[config.mk]
export PLATFORM = sky130hd
export DESIGN_NAME = parking_gate_scheduler
export DESIGN_NICKNAME = d
export VERILOG_FILES = /design/src/rtl/parking_pkg.sv /design/src/rtl/rr_arbiter.sv /design/src/rtl/parking_gate_scheduler.sv
export SDC_FILE = /design/constraint.sdc
export NUM_CORES = 1
export LEC_CHECK = 0
export ABC_AREA = 1
export CORE_MARGIN = 2
export CORE_UTILIZATION = 45
export DETAILED_ROUTE_END_ITERATION = 10
export PLACE_DENSITY = 0.64
export SYNTH_ARGS = -nofsm -noshare
export SYNTH_HDL_FRONTEND = slang
export SYNTH_SLANG_ARGS = --single-unit
[constraint.sdc]
create_clock -name clk -period 3.4 [get_ports clk]
set_clock_uncertainty 0.15 [all_clocks]
set_input_delay 0.68 -clock clk [delete_from_list [all_inputs] [get_ports clk]]
set_output_delay 0.68 -clock clk [all_outputs]
set_load 0.02 [all_outputs]
[src/rtl/parking_pkg.sv]
// rtl/parking_pkg.sv - shared state type, default constants and source-index helpers
package parking_pkg;

  typedef enum logic [1:0] {
    IDLE      = 2'd0,
    OPENING   = 2'd1,
    WAIT_PASS = 2'd2,
    CLOSING   = 2'd3
  } state_t;

  localparam int DEF_TOTAL_SPOTS    = 8;
  localparam int DEF_OPEN_CYCLES    = 4;
  localparam int DEF_TIMEOUT_CYCLES = 64;

  // Source layout: indices [0, nl) are lane exits, [nl, 2*nl) are lane entries.
  function automatic int exit_src(input int lane);
    return lane;
  endfunction

  function automatic int enter_src(input int lane, input int nl);
    return nl + lane;
  endfunction

  function automatic logic src_is_exit(input int idx, input int nl);
    return (idx < nl);
  endfunction

  function automatic int src_lane(input int idx, input int nl);
    return (idx < nl) ? idx : idx - nl;
  endfunction

endpackage

[src/rtl/rr_arbiter.sv]
// rtl/rr_arbiter.sv - combinational round-robin pick starting at a supplied pointer
module rr_arbiter #(
  parameter int N = 8,
  localparam int IW = (N > 1) ? $clog2(N) : 1
) (
  input  logic [N-1:0]  req,
  input  logic [IW-1:0] ptr,
  output logic [IW-1:0] winner,
  output logic          valid
);

  // Scan from the far end back toward ptr so the requester closest to ptr is written last.
  always_comb begin
    winner = '0;
    valid  = 1'b0;
    for (int k = N - 1; k >= 0; k--) begin
      if (req[(int'(ptr) + k) % N]) begin
        winner = IW'((int'(ptr) + k) % N);
        valid  = 1'b1;
      end
    end
  end

endmodule

[src/rtl/parking_gate_scheduler.sv]
// rtl/parking_gate_scheduler.sv - lane arbiter, barrier sequencer and free-spot owner (option: PARKING_TIMEOUT_EN)
module parking_gate_scheduler
  import parking_pkg::*;
#(
  parameter int NUM_LANES      = 4,
  parameter int TOTAL_SPOTS    = DEF_TOTAL_SPOTS,
  parameter int CNT_W          = 8,
  parameter int OPEN_CYCLES    = DEF_OPEN_CYCLES,
  parameter int TIMEOUT_CYCLES = DEF_TIMEOUT_CYCLES,
  localparam int LW = (NUM_LANES > 1) ? $clog2(NUM_LANES) : 1
) (
  input  logic                 clk,
  input  logic                 reset,
  input  logic [NUM_LANES-1:0] enter_req,
  input  logic [NUM_LANES-1:0] exit_req,
  input  logic [NUM_LANES-1:0] passed,
  output logic                 grant_valid,
  output logic [LW-1:0]        grant_lane,
  output logic                 grant_is_exit,
  output logic [NUM_LANES-1:0] gate_open,
  output logic [CNT_W-1:0]     free_spots,
  output logic                 full,
  output logic                 empty,
  output logic                 timeout
);

  localparam int NSRC = 2 * NUM_LANES;
  localparam int SW   = $clog2(NSRC);
  localparam int MAXC = (OPEN_CYCLES > TIMEOUT_CYCLES) ? OPEN_CYCLES : TIMEOUT_CYCLES;
  localparam int PW   = $clog2(MAXC + 1);

  state_t               state, state_n;
  logic [PW-1:0]        cnt, cnt_n;
  logic [SW-1:0]        rr_ptr, rr_ptr_n;
  logic [NSRC-1:0]      src;
  logic [SW-1:0]        win;
  logic                 win_valid;
  logic                 pass_hit;
  logic                 grant_valid_n, grant_is_exit_n, timeout_n;
  logic [LW-1:0]        grant_lane_n;
  logic [NUM_LANES-1:0] gate_open_n;
  logic [CNT_W-1:0]     free_spots_n;

  assign full     = (free_spots == '0);
  assign empty    = (free_spots == CNT_W'(TOTAL_SPOTS));
  assign pass_hit = passed[grant_lane];

  // Build the eligible source vector: entries blocked when full, exits blocked when empty.
  always_comb begin
    src = '0;
    for (int i = 0; i < NUM_LANES; i++) begin
      src[exit_src(i)]             = exit_req[i] & ~empty;
      src[enter_src(i, NUM_LANES)] = enter_req[i] & ~full;
    end
  end

  rr_arbiter #(.N(NSRC)) u_arb (
    .req    (src),
    .ptr    (rr_ptr),
    .winner (win),
    .valid  (win_valid)
  );

  // Next-state, next-count and next-output decode for the barrier sequence.
  always_comb begin
    state_n         = state;
    cnt_n           = cnt;
    rr_ptr_n        = rr_ptr;
    grant_lane_n    = grant_lane;
    grant_is_exit_n = grant_is_exit;
    free_spots_n    = free_spots;
    timeout_n       = 1'b0;
    case (state)
      IDLE: begin
        if (win_valid) begin
          state_n         = OPENING;
          cnt_n           = '0;
          grant_lane_n    = LW'(src_lane(int'(win), NUM_LANES));
          grant_is_exit_n = src_is_exit(int'(win), NUM_LANES);
          rr_ptr_n        = (win == SW'(NSRC - 1)) ? '0 : win + SW'(1);
        end
      end
      OPENING: begin
        if (cnt == PW'(OPEN_CYCLES - 1)) begin
          state_n = WAIT_PASS;
          cnt_n   = '0;
        end else begin
          cnt_n = cnt + PW'(1);
        end
      end
      WAIT_PASS: begin
        if (pass_hit) begin
          state_n      = CLOSING;
          cnt_n        = '0;
          free_spots_n = grant_is_exit ? free_spots + CNT_W'(1) : free_spots - CNT_W'(1);
        end
`ifdef PARKING_TIMEOUT_EN
        else if (cnt == PW'(TIMEOUT_CYCLES - 1)) begin
          state_n   = CLOSING;
          cnt_n     = '0;
          timeout_n = 1'b1;
        end else begin
          cnt_n = cnt + PW'(1);
        end
`endif
      end
      CLOSING: begin
        if (cnt == PW'(OPEN_CYCLES - 1)) begin
          state_n         = IDLE;
          cnt_n           = '0;
          grant_lane_n    = '0;
          grant_is_exit_n = 1'b0;
        end else begin
          cnt_n = cnt + PW'(1);
        end
      end
      default: state_n = IDLE;
    endcase
    grant_valid_n = (state_n != IDLE);
    gate_open_n   = (state_n == OPENING || state_n == WAIT_PASS) ?
                    (NUM_LANES'(1) << grant_lane_n) : '0;
  end

  // Register state and every output; reset abandons any transaction and restores capacity.
  always_ff @(posedge clk) begin
    if (reset) begin
      state         <= IDLE;
      cnt           <= '0;
      rr_ptr        <= '0;
      free_spots    <= CNT_W'(TOTAL_SPOTS);
      grant_valid   <= 1'b0;
      grant_lane    <= '0;
      grant_is_exit <= 1'b0;
      gate_open     <= '0;
      timeout       <= 1'b0;
    end else begin
      state         <= state_n;
      cnt           <= cnt_n;
      rr_ptr        <= rr_ptr_n;
      free_spots    <= free_spots_n;
      grant_valid   <= grant_valid_n;
      grant_lane    <= grant_lane_n;
      grant_is_exit <= grant_is_exit_n;
      gate_open     <= gate_open_n;
      timeout       <= timeout_n;
    end
  end

  // The count must stay within capacity; masking of full/empty makes wrap impossible.
  always_ff @(posedge clk) begin
    if (!reset) assert (free_spots <= CNT_W'(TOTAL_SPOTS));
  end

endmodule

---- After elaboration in Yosys (flattened, before gate mapping) ----
Cells that the tools add are included.
word-level totals
  register bits ........................... 28
  input port bits ......................... 14
  output and inout bits ................... 19
  logic and storage cells ................. 137
cells by class
  add/subtract/negate cells ............... 12
  magnitude comparators ................... 10
  eq/ne operators ......................... 11
  shift-type cells ........................ 1
  mux-type cells .......................... 59
  bitwise operators ....................... 18
  reductions and logical operators ........ 18
operators with widths
  operator             count
  $lt 4x5->1 const B   7
  $mux 3               9
  $mux 1               26
  $bmux 1 s3           8
  $mux 7               3
  $pmux 7 s3           1
  $reduce_or 3->1      7
  $mux 2               7
  $add 3x3->3 const B  4
  $add 8x1->8 const B  1
  $and 1x1->1          8
  $eq 8x4->1 const B   1
  $logic_not 8->1      1
  $mux 8               1
  $pmux 2 s4           1
  $sub 8x1->8 const B  1
  $add 7x1->7 const B  1
  $and 1x1->1 const A  7
  $eq 7x2->1 const B   1
  $add 3x1->3 const B  2
  $add 3x2->3 const B  2
  $eq 2x2->1 const B   3
  $reduce_and 2->1     3
  $eq 2x1->1 const B   2
  17 further kinds     22

---- Logic depth before layout (Yosys ltp) ----
Gate-level depths: netlist (run 1).
  depth after elaboration ................. 20
  mapped depth ............................ 22
  depth with buffers taken out ............ 22

---- Cells and area by module ----
A second synthesis (run 1) with hierarchy kept.
second synthesis, totals
  cells, all modules ...................... 389
  area, all modules ....................... 2587.5 µm²
by module, submodules not included
  module                  times used  cells an instance  area each (µm²)  seq. area each (µm²)
  parking_gate_scheduler  1           267                1848.0           560.5
  rr_arbiter              1           122                739.5            0.0

---- Least setup slack after synthesis (run 1) ----
Ideal clock, no wire load.
  kind .................................... register to register
  from .................................... register rr_ptr[1]
  to ...................................... register rr_ptr[2]
  library setup time ...................... 119 ps
  data arrival time ....................... 2613 ps
  data required time ...................... 3131 ps
  slack ................................... 517 ps
  stages on the path, launching flop included .. 16
  path buffers ............................ 1
  period minus slack after synthesis ...... 2883 ps
  path through ............................ dfxtp_1 > buf_2 > clkinv_1 > ha_1 > inv_1 > nand3_1 > nand3_1 > nand2_1 > a21oi_1 > a21oi_1 > o21ai_1 > nand2_1 > ha_1 > ha_1 > o21ai_0 > a21oi_1
on the way
  longest elaborated chain between the ends .. 14
  elaborated cells between the ends (all ways) .. 50
  classes of those cells .................. 8 x add/sub; 1 x eq/ne; 40 x mux; 1 x reduce/logical
RTL lines
  element                                           RTL line                            text
  start: declaration                                parking_gate_scheduler.sv:34        logic [SW-1:0] rr_ptr, rr_ptr_n;
  start signal: assignment                          parking_gate_scheduler.sv:139       rr_ptr <= rr_ptr_n;
  $add 3x3->3                                       rr_arbiter.sv:17, rr_arbiter.sv:18
  $bmux 1 s3                                        rr_arbiter.sv:17                    if (req[(int'(ptr) + k) % N]) begin
  $mux 1 (not written as such) (2 in series)        rr_arbiter.sv:17
  $mux 3 (8 in series)                              rr_arbiter.sv:17
  $add 3x1->3 / $eq 3x3->1 (equally long branches)  parking_gate_scheduler.sv:80        rr_ptr_n = (win == SW'(NSRC - 1)) ? '0 : win + SW'(1);
  $mux 3                                            parking_gate_scheduler.sv:80
Parallel ways exist; a longest one is shown, timed or not. The select of a mux whose other input is x is not followed.
A chain may end at the register's enable or synchronous reset.

---- Worst setup path in the final report (run 1) ----
Same ends and word-level chain as after synthesis.

==> metrics.txt, run 1 <==
status=completed; CP Class=reg2reg; DP Wirelength=4070 microns; Pleak=1.26 nW; Internal=1.11 mW; TritonCTS clock tree=done; Reg power frac=0.194; DRT Wirelength=5100 microns; flops & latches, synth=28; clock network fraction of design power=0.120; CTS clk-pin slew, worst paths=0.09 ns; final slew viol count=0; commonest non-fill, non-tap cell in the layout=nand2_1; Syn Inst Count=344; clock tree buffer depth=2; slowest CP cell=dfxtp_1; Synth Flop Type=dfxtp_1; FFs w/ async S/R, synth=0; Setup crit start kind=flop; Clk Latency, worst-skew pair=0.28 ns; Setup Viol. Count Final=0; Syn Nets=375; slowest stage delay, CP=0.36 ns; number of remaining DRC errors=0; CTS HTree Levels=1; RD Place Congestion=0.922; Num CTS Buffers=3; antenna fix cells=0; hold path depth=2; Die X=75.6 microns; initial cell density of the core=0.458; Routed Antenna Nets=0; Area Overhead vs Synth=20.2%; Initial DRC Count=141; PwrDens=803 nW/um^2; Hold EP=free_spots[7]; Pre-antenna DRT Iters=5; Die H=75.6 microns; port bufs=31; # nets final=410; Net Switching=1.12 mW; Core ar.=5040 sq um; Hold Buf Count CTS=0; Fmax=345 MHz; WP data arrival=2.92 ns; pin count of the biggest net entering global routing=17; Crit path max-delay family=adder cells; Reg2Reg Setup Slack=0.50 ns; sequential fraction of the synthesis area=0.243; CP Buf/Inv Count=2; fin crit period=2.90 ns; launch point of the worst reg-to-reg path=rr_ptr[1]; setup TNS=0 ns; distinct cell type count after synthesis=39; Worst Setup SP=rr_ptr[1]; Critical R2R Capture=rr_ptr[2]; GRT Overall Usage=0.188; clk sinks=28; Non-Filler Instances=448; Fin. Hold Viols=0; CTS resizes=0; DR WL/cell=11.4 microns; Syn Area/Cell=6.71 sq um; Die Area=5720 sq um; number of I/O pins=33; fraction of layout instances using a drive strength above 1=0.122; RSZ-0062 raised after global routing=no; Synth Cell Area=2310 sq um; Placement Rows=26; Setup Buffers After CTS=0; number of synthesized flops with an enable pin=0; Root Buffer=clkbuf_8; min-delay src=free_spots[7]; min-delay worst type=reg2reg; Avg Vias per Cell=5.15; Logic pwr share=0.686; Cell Chain, Critical Path=clkinv_1, ha_1, inv_1, nand3_1, nand3_1, nand2_1, a21oi_1, a21oi_1, o21ai_1, nand2_1, ha_1, ha_1, o21ai_0, a21oi_1; Synth warnings=0; reg2reg path depth=14; Worst Setup End Kind=flop; Peak supply drop=0.322 mV; antenna violations before repair=0; vias in the first global route=1,891; final period utilization=0.853; switching part of the total=0.503; first-pass GRT wire length=8410 microns; Placed Cells=444; CP max FO=7; MaxCap Viol Count=0; DR vias=2,305; gr ovfl total=0; hold_ws=0.341 ns; Data required, critical path=3.42 ns; most frequent cells in the layout=nand2_1, nand3_1, inv_1, clkdlybuf4s50_1
area by class of cell:
| cell class | count | area, sq um |
|---|---|---|
| timing repair buffer | 36 | 348 |
| inverter | 52 | 195 |
| multi-input combinational | 258 | 1510 |
| clock inverter | 1 | 30.0 |
| sequential | 28 | 561 |
| clock buffer | 3 | 41.3 |
| tap | 70 | 87.6 |
| fill | 509 | 2270 |
cells by family after synthesis:
group,after synthesis,share of synthesized area
flops,28,0.243
compound gates,60,0.144
fa+ha+maj,17,0.0954
xor+xnor,5,0.0190
buf+inv,58,0.102
simple gates,175,0.395
other cells,1,0.00163
metrics by stage:
step	cell area [sq um]	power, mW	utilization	worst slack [ns]
floorplan	2310	1.61	-	0.517
global placement	2700	1.95	0.536	0.270
detailed placement	2700	1.96	0.536	0.232
CTS	2770	2.24	0.550	0.492
global route	2770	2.47	0.550	0.252
finish	2770	2.23	0.550	0.499
registers in the layout, indices dropped and copies added, names as in the netlist:
signal and cells:
free_spots 8, cnt 7, gate_open 4, rr_ptr 3, grant_lane 2, state 2, grant_is_exit 1, grant_valid 1
how the worst max path moves through the flow:
stage,end,slack (ns),depth (start not counted)
final,rr_ptr[2],0.50,14
after detailed placement,rr_ptr[2],0.23,14
after CTS,rr_ptr[2],0.49,14
after global placement,rr_ptr[2],0.27,14
after floorplan,rr_ptr[2],0.52,15
after global routing,rr_ptr[2],0.25,14
Yosys cell counts, drive strengths merged, types with 2 or more instances:
library cell | count | area (sq um)
buf | 4 | 32.5
nor3b | 3 | 37.5
nor3 | 7 | 57.6
a21oi | 29 | 149
o21ai | 23 | 119
or2 | 2 | 12.5
ha | 16 | 200
o211ai | 3 | 22.5
a31oi | 2 | 12.5
nor2 | 30 | 138
xor2 | 4 | 35.0
nand2 | 71 | 309
nand3b | 2 | 15.0
dfxtp | 28 | 561
inv | 51 | 191
clkbuf | 2 | 7.51
nand3 | 59 | 335
per-layer routing:
layer	vias to the layer above	share of wire	wire, microns	global-route usage
li1	1203	-	-	-
met2	36	0.49	2490	0.322
met5	-	0	0	0
met4	0	0.012	60	0.0351
met3	7	0.028	144	0.0304
met1	1059	0.47	2400	0.252
worst min-delay path, cell delays in order, from the launching register on:
cell	delay [ns]
dfxtp_1	0.33
inv_2	0.07
a21oi_1	0.06
power by group through the flow:
stage / clock network, mW / logic (mW) / registers [mW]
6_report: 0.266 / 1.53 / 0.433
2_1_floorplan: 0 / 1.14 / 0.475
3_5_place_dp: 0 / 1.52 / 0.443
5_1_grt: 0.286 / 1.74 / 0.444
4_1_cts: 0.275 / 1.53 / 0.436
3_3_place_gp: 0 / 1.51 / 0.443
Power figures use the tool's default switching activity.
==> run 2: changes to the inputs <==
--- a/config.mk
+++ b/config.mk
@@ -6,10 +6,11 @@
 export NUM_CORES = 1
 export LEC_CHECK = 0
 export ABC_AREA = 1
+export CAP_MARGIN = 25
 export CORE_MARGIN = 2
 export CORE_UTILIZATION = 45
 export DETAILED_ROUTE_END_ITERATION = 10
-export PLACE_DENSITY = 0.64
+export PLACE_DENSITY = 0.67
 export SYNTH_ARGS = -nofsm -noshare
 export SYNTH_HDL_FRONTEND = slang
 export SYNTH_SLANG_ARGS = --single-unit
==> constraint.sdc (replaced) <==
create_clock -name clk -period 2.45 [get_ports clk]
set_clock_uncertainty 0.15 [all_clocks]
set_input_delay 0.49 -clock clk [delete_from_list [all_inputs] [get_ports clk]]
set_output_delay 0.49 -clock clk [all_outputs]
set_load 0.02 [all_outputs]
==> metrics.txt, run 2 (synthesis gave the netlist of run 1 again) <==
status=finished, violations left; failing checks=negative setup slack; final instance area=3790 sq um; # nets final=473; first-pass GRT wire length=10,800 microns; Num CTS Buffers=3; WP data arrival=2.82 ns; fin crit period=2.78 ns; PwrDens=1230 nW/um^2; number of I/O pins=33; final period utilization=1.13; DR vias=2,665; RD Place Congestion=0.852; Root Buffer=clkbuf_8; Routed Antenna Nets=0; clock tree buffer depth=2; Die Area=5720 sq um; Reg2Reg Setup Slack=-0.33 ns; Internal=2.41 mW; slowest stage delay, CP=0.34 ns; clock network fraction of design power=0.080; port bufs=31; clk sinks=28; commonest non-fill, non-tap cell in the layout=buf_4; switching part of the total=0.482; dpl cell area=3110 sq um; pin count of the biggest net entering global routing=17; Power Total=4.65 mW; Fmax=360 MHz; Net Switching=2.24 mW; Die H=75.6 microns; Setup Viol. Count Final=18; final worst slack=-0.325 ns; Pleak=1.68 nW; Pre-antenna DRT Iters=4; CTS HTree Levels=1; Peak supply drop=0.564 mV; Initial DRC Count=156; Final Util=0.752; GRT Overall Usage=0.240; DR WL/cell=14.4 microns; CTS clk-pin slew, worst paths=0.10 ns; Avg Vias per Cell=5.22; Clk Latency, worst-skew pair=0.28 ns; RSZ-0062 raised after global routing=yes; final slew viol count=0; antenna violations before repair=0; Reg power frac=0.131; hold_ws=0.340 ns; max reg flops=8; Place WS=-0.512 ns; most frequent cells in the layout=buf_4, nand2_1, inv_1, clkdlybuf4s50_1, a21oi_1; fraction of layout instances using a drive strength above 1=0.435; initial cell density of the core=0.458; Logic pwr share=0.789; CP max FO=5; Regs by FF count=free_spots (8), cnt (7), gate_open (4); CP Class=reg2reg; number of remaining DRC errors=0; Cell Chain, Critical Path=inv_2, nand2_2, nor2_4, buf_12, nand2_8, nand3_4, nand2_2, nand2_2, nand3_2, nand2_2, nand3_4, nor3_4, nand3_4, o21ai_1, ha_1, inv_2, nor2_4, nand2_1, nor2_1; slowest CP cell=dfxtp_2; min-delay worst type=reg2reg; Setup crit start kind=flop; TritonCTS clock tree=done; Fin. Hold Viols=0; vias in the first global route=2,404; Area Overhead vs Synth=64.4%; Data required, critical path=2.49 ns; DP Wirelength=4530 microns; Die X=75.6 microns; MaxCap Viol Count=0; Placement Rows=26; Largest Register=free_spots; Core ar.=5040 sq um; gr ovfl total=0; most used cell, CP=nand2_2; DRT Wirelength=7350 microns; Worst Setup End Kind=flop; antenna fix cells=0
-- run 2: worst paths after layout --
kind	startpoint	endpoint	cells past startpoint
max	free_spots[7]	gate_open[3]	19
max reg2reg	free_spots[7]	gate_open[3]	19
min	free_spots[1]	free_spots[1]	2
min reg2reg	free_spots[1]	free_spots[1]	2
-- run 2: final cells by class --
cell class	instances	area, sq um
timing repair buffer	96	813
multi-input combinational	261	2040
clock buffer	3	41.3
tap	70	87.6
sequential	28	574
clock inverter	1	30.0
inverter	52	205
fill	364	1250
-- run 2: routing by layer --
metal	vias to the layer above	wire length, microns	GRT usage
li1	1340	-	-
met1	1221	3130	0.323
met2	75	3630	0.414
met3	29	308	0.0251
met4	0	274	0.0546
met5	-	0	0
-- run 2: power by group through the flow --
stage | clock, mW | sequential (mW) | combinational [mW]
6_report | 0.373 | 0.609 | 3.67
5_1_grt | 0.396 | 0.623 | 3.94
4_1_cts | 0.374 | 0.608 | 3.17
3_5_place_dp | 0 | 0.616 | 2.75
3_3_place_gp | 0 | 0.617 | 2.72
2_1_floorplan | 0 | 0.663 | 1.70
-- run 2: repair_timing --
action                                  CTS  global route
pin swaps                                16            20
gates cloned                              2             1
gates resized for setup                  53            44
endpoints found under the setup margin   12            21
hold buffers                              0             0
buffers inserted                          9             6
hold endpoints to repair                  0             0
-- run 2: through the flow --
step,std cells,TNS [ns]
floorplan,344,-0.0418
global placement,490,-4.26
detailed placement,490,-5.04
CTS,505,-1.10
global route,511,-5.92
finish,511,-2.77
-- run 2: critical path: cells and delay by family, from the launching register on --
| kind | cells | cell delay (ns) |
|---|---|---|
| AND/OR/NAND/NOR | 14 | 1.37 |
| adder cells (fa/ha/maj) | 1 | 0.29 |
| buffers and inverters | 3 | 0.29 |
| AO/OA/AOI/OAI | 1 | 0.24 |
| flip-flops | 1 | 0.34 |
==> run 3: changes to the inputs <==
==> constraint.sdc (replaced) <==
create_clock -name clk -period 2.45 [get_ports clk]
set_clock_uncertainty 0.15 [all_clocks]
set_input_delay 0.49 -clock clk [delete_from_list [all_inputs] [get_ports clk]]
set_output_delay 0.49 -clock clk [all_outputs]
set_load 0.05 [all_outputs]
==> metrics.txt, run 3 (synthesis gave the netlist of run 1 again) <==
status=finished, violations left; failing checks=negative setup slack; max reg flops=8; DR vias=2,565; Data required, critical path=2.51 ns; Hold Buf Count CTS=0; Setup crit start kind=flop; Regs by FF count=free_spots (8), cnt (7), gate_open (4); clk sinks=28; DR WL/cell=12.2 microns; dpl cell area=3120 sq um; first-pass GRT wire length=9870 microns; Initial DRC Count=167; final instance area=3400 sq um; CTS clk-pin slew, worst paths=0.10 ns; Root Buffer=clkbuf_8; Fmax=361 MHz; Routed Antenna Nets=0; pin count of the biggest net entering global routing=17; Hold EP=cnt[1]; Die H=75.6 microns; Die X=75.6 microns; final slew viol count=0; port bufs=31; setup TNS=-1.85 ns; Avg Vias per Cell=5.10; reg2reg path depth=18; Reg2Reg Setup Slack=-0.32 ns; number of remaining DRC errors=0; Critical R2R Capture=rr_ptr[0]; TritonCTS clock tree=done; Worst Setup End Kind=flop; Peak supply drop=0.583 mV; Worst Setup SP=free_spots[5]; RD Place Congestion=0.907; fin crit period=2.77 ns; Placement Rows=26; DP Wirelength=4570 microns; CTS HTree Levels=1; DRT Wirelength=6160 microns; launch point of the worst reg-to-reg path=free_spots[5]; vias in the first global route=2,287; final worst slack=-0.316 ns; Largest Register=free_spots; Area Overhead vs Synth=47.5%; CP max FO=4; Core ar.=5040 sq um; RSZ-0062 raised after global routing=yes; Setup Viol. Count Final=14; Clk Latency, worst-skew pair=0.29 ns; WP data arrival=2.83 ns; number of I/O pins=33; CP Class=reg2reg; GRT Overall Usage=0.221; final period utilization=1.13; Pleak=1.56 nW; relative max-transition margin=0.650; PwrDens=1240 nW/um^2; antenna fix cells=0; most frequent cells in the layout=buf_4, nand2_1, nand3_1, inv_1, clkdlybuf4s50_1; # nets final=465; Die Area=5720 sq um; MaxCap Viol Count=0; gr ovfl total=0; initial cell density of the core=0.458; clock tree buffer depth=2; commonest non-fill, non-tap cell in the layout=buf_4; Pre-antenna DRT Iters=5; min-delay worst type=reg2reg; antenna violations before repair=0; Fin. Hold Viols=0; hold path depth=2; min-delay src=cnt[1]; Num CTS Buffers=3; fraction of layout instances using a drive strength above 1=0.335; worst-margin pin slew=0.523 ns; Power Total=4.23 mW
## run 3: cell count changes in the layout (fill, tap and decap cells not counted), moves of 4 or more
cell | previous run | this run
nand3_1 | 15 | 40
nand3_4 | 20 | 2
nand2_1 | 46 | 58
nand2_2 | 20 | 9
dfxtp_2 | 11 | 2
dfxtp_4 | 0 | 9
nand3_2 | 24 | 17
nand2_8 | 5 | 1
## run 3: repair_timing
action | CTS | global route
buffers inserted | 5 | 4
pin swaps | 0 | 1
cloned | 0 | 1
endpoints found under the hold margin | 0 | 0
setup endpoints to repair | 14 | 21
gates resized for setup | 17 | 12
## run 3: through the flow
stage,cells,setup slack [ns],hold slack [ns],util
3_3_place_gp,489,-0.456,0.326,0.618
4_1_cts,498,-0.204,0.364,0.654
2_1_floorplan,344,-0.0681,0.313,-
5_1_grt,503,-0.496,0.381,0.675
3_5_place_dp,489,-0.451,0.349,0.618
6_report,503,-0.316,0.363,0.675
## run 3: layout make-up
cell class	count	area, sq um
fill	449	1640
clock buffer	4	66.3
multi-input combinational	259	1700
sequential	28	597
tap	70	87.6
inverter	52	206
timing repair buffer	90	748
## run 3: metal layers
| layer | share of wire | vias up | track usage |
|---|---|---|---|
| li1 | - | 1316 | - |
| met1 | 0.46 | 1165 | 0.296 |
| met2 | 0.48 | 77 | 0.370 |
| met3 | 0.048 | 7 | 0.0278 |
| met4 | 0.012 | 0 | 0.0682 |
| met5 | 0 | - | 0 |
## run 3: where the power goes
part	switching [mW]	internal, mW	total [mW]
sequential	0.0708	0.534	0.605
clock	0.153	0.178	0.332
combinational	1.82	1.48	3.30
## run 3: how the worst max path moves through the flow
stage | endpoint | slack, ns | cells past startpoint
after floorplan | rr_ptr[2] | -0.07 | 16
after global placement | rr_ptr[2] | -0.46 | 14
after detailed placement | rr_ptr[0] | -0.45 | 14
after CTS | rr_ptr[2] | -0.20 | 20
after global routing | rr_ptr[0] | -0.50 | 17
final | rr_ptr[0] | -0.32 | 18
## run 3: worst max-delay path: stages (launching register included)
cell	delay [ns]
dfxtp_4	0.35
inv_1	0.06
nand2_1	0.08
nor2_4	0.19
nand2_2	0.12
nand3_1	0.13
nand3_2	0.10
nand3_2	0.12
nand2_2	0.06
inv_2	0.11
nand3_4	0.10
a21oi_2	0.16
o21bai_1	0.09
nand2_1	0.09
nand2_1	0.09
ha_1	0.19
ha_1	0.16
nand3b_1	0.18
a21oi_2	0.15
